File: src/rtl/clock_mode_ctrl.sv
// Time-of-day counter with RUN / SET_HR / SET_MIN modes, button auto-repeat and set-field blink.
// All outputs registered; events act on the clk edge where the input rising edge is seen.
module clock_mode_ctrl #(
  parameter int RPT_DLY = 500,
  parameter int RPT_PER = 100
) (
  input  logic       clk,
  input  logic       reset,
  input  logic       clk_1hz,
  input  logic       clk_out,
  input  logic       btn_mode,
  input  logic       btn_inc,
  output logic [4:0] hr,
  output logic [5:0] min,
  output logic [5:0] sec,
  output logic [1:0] mode,
  output logic       blink
);

  typedef enum logic [1:0] {
    S_RUN     = 2'b00,
    S_SET_HR  = 2'b01,
    S_SET_MIN = 2'b10,
    S_BAD     = 2'b11
  } state_t;

  localparam int RPT_MAX = (RPT_DLY > RPT_PER) ? RPT_DLY : RPT_PER;
  localparam int CW      = $clog2(RPT_MAX + 1);

  state_t        r_state, w_state_nxt;
  logic [4:0]    r_hr, w_hr_nxt;
  logic [5:0]    r_min, w_min_nxt;
  logic [5:0]    r_sec, w_sec_nxt;
  logic          r_blink, w_blink_nxt;
  logic [CW-1:0] r_rpt_cnt, w_rpt_cnt_nxt;
  logic          r_rpt_arm, w_rpt_arm_nxt;
  logic          r_1hz_d, r_out_d, r_mode_d, r_inc_d;

  logic          w_1hz_re, w_out_re, w_mode_re, w_inc_re;
  logic          w_rpt_stb, w_inc_ev;
  logic [CW-1:0] w_rpt_lim;

  assign w_1hz_re  = clk_1hz  & ~r_1hz_d;
  assign w_out_re  = clk_out  & ~r_out_d;
  assign w_mode_re = btn_mode & ~r_mode_d;
  assign w_inc_re  = btn_inc  & ~r_inc_d;
  assign w_rpt_lim = r_rpt_arm ? CW'(RPT_PER) : CW'(RPT_DLY);
  assign w_inc_ev  = w_inc_re | w_rpt_stb;

  always_comb begin
    w_state_nxt   = r_state;
    w_hr_nxt      = r_hr;
    w_min_nxt     = r_min;
    w_sec_nxt     = r_sec;
    w_blink_nxt   = r_blink;
    w_rpt_cnt_nxt = r_rpt_cnt;
    w_rpt_arm_nxt = r_rpt_arm;
    w_rpt_stb     = 1'b0;

    // The strobe fires on the clk_out edge after the count reaches the limit; that edge restarts the count at 1.
    if (!btn_inc || w_mode_re || r_state == S_RUN || r_state == S_BAD) begin
      w_rpt_cnt_nxt = '0;
      w_rpt_arm_nxt = 1'b0;
    end else if (w_out_re) begin
      if (r_rpt_cnt == w_rpt_lim) begin
        w_rpt_stb     = 1'b1;
        w_rpt_cnt_nxt = CW'(1);
        w_rpt_arm_nxt = 1'b1;
      end else begin
        w_rpt_cnt_nxt = r_rpt_cnt + CW'(1);
      end
    end

    case (r_state)
      S_RUN: begin
        w_blink_nxt = 1'b0;
        if (w_1hz_re) begin
          if (r_sec == 6'd59) begin
            w_sec_nxt = 6'd0;
            if (r_min == 6'd59) begin
              w_min_nxt = 6'd0;
              w_hr_nxt  = (r_hr == 5'd23) ? 5'd0 : r_hr + 5'd1;
            end else begin
              w_min_nxt = r_min + 6'd1;
            end
          end else begin
            w_sec_nxt = r_sec + 6'd1;
          end
        end
        if (w_mode_re) begin
          w_state_nxt = S_SET_HR;
          w_blink_nxt = 1'b1;
        end
      end
      S_SET_HR: begin
        if (w_mode_re) begin
          w_state_nxt = S_SET_MIN;
          w_blink_nxt = 1'b1;
        end else begin
          if (w_inc_ev) w_hr_nxt = (r_hr == 5'd23) ? 5'd0 : r_hr + 5'd1;
          if (w_1hz_re) w_blink_nxt = ~r_blink;
        end
      end
      S_SET_MIN: begin
        if (w_mode_re) begin
          w_state_nxt = S_RUN;
          w_sec_nxt   = 6'd0;
          w_blink_nxt = 1'b0;
        end else begin
          if (w_inc_ev) w_min_nxt = (r_min == 6'd59) ? 6'd0 : r_min + 6'd1;
          if (w_1hz_re) w_blink_nxt = ~r_blink;
        end
      end
      default: begin
        w_state_nxt = S_RUN;
        w_blink_nxt = 1'b0;
      end
    endcase
  end

  // Button history loads 1 in reset so a button held through reset yields no edge.
  always_ff @(posedge clk) begin
    if (!reset) begin
      r_state   <= S_RUN;
      r_hr      <= '0;
      r_min     <= '0;
      r_sec     <= '0;
      r_blink   <= 1'b0;
      r_rpt_cnt <= '0;
      r_rpt_arm <= 1'b0;
      r_1hz_d   <= clk_1hz;
      r_out_d   <= clk_out;
      r_mode_d  <= 1'b1;
      r_inc_d   <= 1'b1;
    end else begin
      r_state   <= w_state_nxt;
      r_hr      <= w_hr_nxt;
      r_min     <= w_min_nxt;
      r_sec     <= w_sec_nxt;
      r_blink   <= w_blink_nxt;
      r_rpt_cnt <= w_rpt_cnt_nxt;
      r_rpt_arm <= w_rpt_arm_nxt;
      r_1hz_d   <= clk_1hz;
      r_out_d   <= clk_out;
      r_mode_d  <= btn_mode;
      r_inc_d   <= btn_inc;
    end
  end

  assign hr    = r_hr;
  assign min   = r_min;
  assign sec   = r_sec;
  assign mode  = r_state;
  assign blink = r_blink;

endmodule

File: config.mk
export PLATFORM = sky130hd
export DESIGN_NAME = clock_mode_ctrl
export DESIGN_NICKNAME = d
export VERILOG_FILES = /design/src/rtl/clock_mode_ctrl.sv
export SDC_FILE = /design/constraint.sdc
export NUM_CORES = 1
export LEC_CHECK = 0
export CAP_MARGIN = 20
export CORE_MARGIN = 2
export CORE_UTILIZATION = 25
export CTS_BUF_LIST = sky130_fd_sc_hd__clkbuf_8
export DETAILED_ROUTE_END_ITERATION = 8
export GPL_ROUTABILITY_DRIVEN = 0
export REMOVE_ABC_BUFFERS = 1
export SETUP_SLACK_MARGIN = 0.4
export SYNTH_ARGS = -nofsm -noshare
export SYNTH_HDL_FRONTEND = slang
export SYNTH_SLANG_ARGS = --single-unit
File: constraint.sdc
create_clock -name clk -period 4.4 [get_ports clk]
set_clock_uncertainty 0.1 [all_clocks]
set_input_delay 0.44 -clock clk [delete_from_list [all_inputs] [get_ports clk]]
set_output_delay 0.44 -clock clk [all_outputs]
set_load 0.01 [all_outputs]
==> flow_metrics.tcl <==
set metrics [dict create \
    status "finished, final reports clean" \
    crit_chain "or4b_4, a211o_1, o221a_4, or4_1, a21boi_0" \
    async_flop_share_pct 0 \
    cp-start-kind "flop" \
    yosysSeqAreaShare_pct 39.00 \
    hp-class "reg -> reg" \
    cts_buffer_depth 2 \
    h-tree-depth 2 \
    yosysMostFrequentCell "dfxtp_1" \
    post_drt_wl_per_cell_um 11.81 \
    synth_area_leaders "dfxtp_1 39%, nand2_1 5.8%, xor2_1 5.0%" \
    core_um2 6756 \
    intPower_uw 457.7 \
    holdPathEnd "r_rpt_arm" \
    critPathMaxFanout 11 \
    critPathMaxStageDelay_ns 0.55 \
    synth_flop_cell "dfxtp_1" \
    yosys.area.top_type "dfxtp_1" \
    dp_cells 302 \
    synth_edf_count 0 \
    finalSetupViolations 0 \
    crit_arrival_ns 2.52 \
    maxSlewViolCount 0 \
    postCtsSetupRepairBufs 0 \
    power-per-cell-area_nw_per_um2 278.1 \
    max_freq_ghz 0.4150 \
    critPathSlowestCell "or4b_4" \
    area_growth_syn_to_layout_pct 23.15 \
    synth_cell_types 49 \
    r2r_setup_slack_ns 1.99 \
    r2r_cells 5 \
    p_seq_share_pct 53.4 \
    worst_pin_slew_ns 0.9507 \
    relSlewSlack_pct 36.42 \
    die_w_um 87.56 \
    path_buf_inv 0 \
    hold_buffers 0 \
    ioPinCount 26 \
    fin_cells 310 \
    required_ns 4.51 \
    track_usage_pct 10.42 \
    drc 0 \
    grt_overflow 0 \
    synthTopCellsByCount "34 x dfxtp_1, 27 x nand2_1, 18 x nor2_1, 10 x xor2_1, 9 x o21ai_0" \
    endpoint_kind "flop" \
    ir_drop_mv 0.1404 \
    synth_area_um2 1745 \
    die_h_um 87.56 \
    dpl.hpwl_mm 2.597 \
    cts_root_buffer "clkbuf_8" \
    antenna_found_initial 0 \
    r2r-start "r_rpt_cnt[4]" \
    initial_utilization_pct 25.83 \
    period_share_pct 54.76 \
    min_period_ns 2.410 \
    layout-drive-gt1-share_pct 6.087 \
    final_nets 240 \
    fillCellCount 720 \
    routed_wl_mm 3.660 \
    cts.sinks 34 \
    hold_path_depth 2 \
    sw_frac_of_total_pct 23.43 \
    p_comb_share_pct 7.3 \
    diodes 0 \
    port-buffer-count 25 \
    maxCapViolCount 0 \
    route.vias.total 1498 \
    synth_top_area_share_pct 39.00 \
    first_pass_iters 4 \
    cts_resized 0 \
    timing.rr.end "min[3]" \
    crit_type "reg -> reg" \
    grt_max_degree 29 \
    syn_avg_cell_area_um2 8.514 \
    power_frac_clock_pct 39.3 \
    hp-start "r_rpt_arm" \
    yosysWarnings 0 \
    ys_ff_latch 34 \
    ant_nets 0 \
    fp-row-count 30 \
    cts_tree "done" \
    dieArea_um2 7666 \
    hold_viol 0 \
    utilization_pct 31.81 \
    rsz0062_at_grt "no" \
    clkSlewWorstSetupHoldPaths_ns 0.07 \
    cts_buffers 5 \
    via_per_inst 4.832 \
    synthCells 205 \
    power_switching_uw 140.1 \
    cpLargestDelayFamily "simple AND/OR/NAND/NOR gates" \
    drt-initial-drc-count 61 \
    grt_pass1_vias 1469 \
    grt_pass1_wl_mm 6.403 \
    p_leak_nw 0.7263 \
    worstSkewPairLatency_ns 0.28 \
    tns_ns 0 \
]
==> worst max path at each step <==
stage,startpoint,to,slack [ns],cells after the start
6_report,r_rpt_cnt[4],min[3],1.99,5
3_5_place_dp,clk_1hz,min[3],1.87,6
3_3_place_gp,clk_1hz,min[3],1.92,6
5_1_grt,r_rpt_cnt[4],hr[1],1.90,5
2_1_floorplan,r_rpt_cnt[4],min[3],2.12,5
4_1_cts,r_rpt_cnt[4],min[3],1.98,5
==> area by class of cell <==
| class | instances | area [um^2] | share of cell area [%] |
|---|---|---|---|
| Inverter | 6 | 22.52 | 1.048 |
| Clock buffer | 6 | 82.58 | 3.842 |
| Clock inverter | 2 | 8.758 | 0.4075 |
| Sequential cell | 34 | 680.7 | 31.66 |
| Tap cell | 80 | 100.1 | 4.657 |
| Timing Repair Buffer | 25 | 250.2 | 11.64 |
| Multi-Input combinational cell | 157 | 1005 | 46.74 |
==> placed cells by master (no fill, tap or decap), types with 5 or more instances in the layout <==
| cell | instances |
|---|---|
| ha_1 | 5 |
| inv_1 | 7 |
| nand2_1 | 27 |
| clkdlybuf4s50_1 | 25 |
| xor2_1 | 10 |
| nor2b_1 | 7 |
| clkbuf_8 | 6 |
| dfxtp_1 | 34 |
| a21oi_1 | 8 |
| nand3_1 | 8 |
| nor2_1 | 18 |
| nand3b_1 | 5 |
| nand2b_1 | 6 |
| o21ai_0 | 9 |
==> through the flow <==
stage                     setup slack (ns)  instance area [um^2]  power (mW)  hold WS, ns
after detailed placement             1.871                  2058      0.3700       0.3440
final                                1.990                  2150      0.5978       0.3553
after CTS                            1.979                  2150      0.6038       0.3546
after global routing                 1.903                  2150      0.6229       0.3885
after floorplan                      2.124                  1708      0.3490       0.3258
after global placement               1.918                  2058      0.3695       0.3423
==> cell families after synthesis <==
| family | count (synthesis) | synth area share [%] |
|---|---|---|
| simple gates | 100 | 31.33 |
| compound gates | 36 | 14.34 |
| flops | 34 | 39.00 |
| buf+inv | 14 | 3.441 |
| xor+xnor | 12 | 6.021 |
| fa+ha+maj | 5 | 3.584 |
| mux | 4 | 2.294 |
==> power by group through the flow <==
stage	logic, mW	clock network (mW)	registers (mW)
5_1_grt	0.0491	0.253	0.321
6_report	0.0435	0.235	0.319
3_5_place_dp	0.0436	0	0.326
3_3_place_gp	0.0431	0	0.326
2_1_floorplan	0.0226	0	0.326
4_1_cts	0.0438	0.241	0.319
==> metal layers <==
metal,GRT usage (%),part of all wire (%),vias up
met1,12.69,47,703
met4,4.196,1.5,0
met5,0,0,-
met2,17.36,48,16
li1,-,-,774
met3,2.922,3.4,5
==> tightest hold or removal path: stages, from the launching register on <==
cell,delay (ns)
dfxtp_1,0.32
inv_1,0.05
a21oi_1,0.05
==> state kept, by name, summed over array words and instances, names as in the netlist <==
register,flops
r_inc_d,1
r_1hz_d,1
r_rpt_arm,1
hr,5
mode,2
r_out_d,1
blink,1
r_mode_d,1
min,6
r_rpt_cnt,9
sec,6
(Power assumes the default switching activity.)
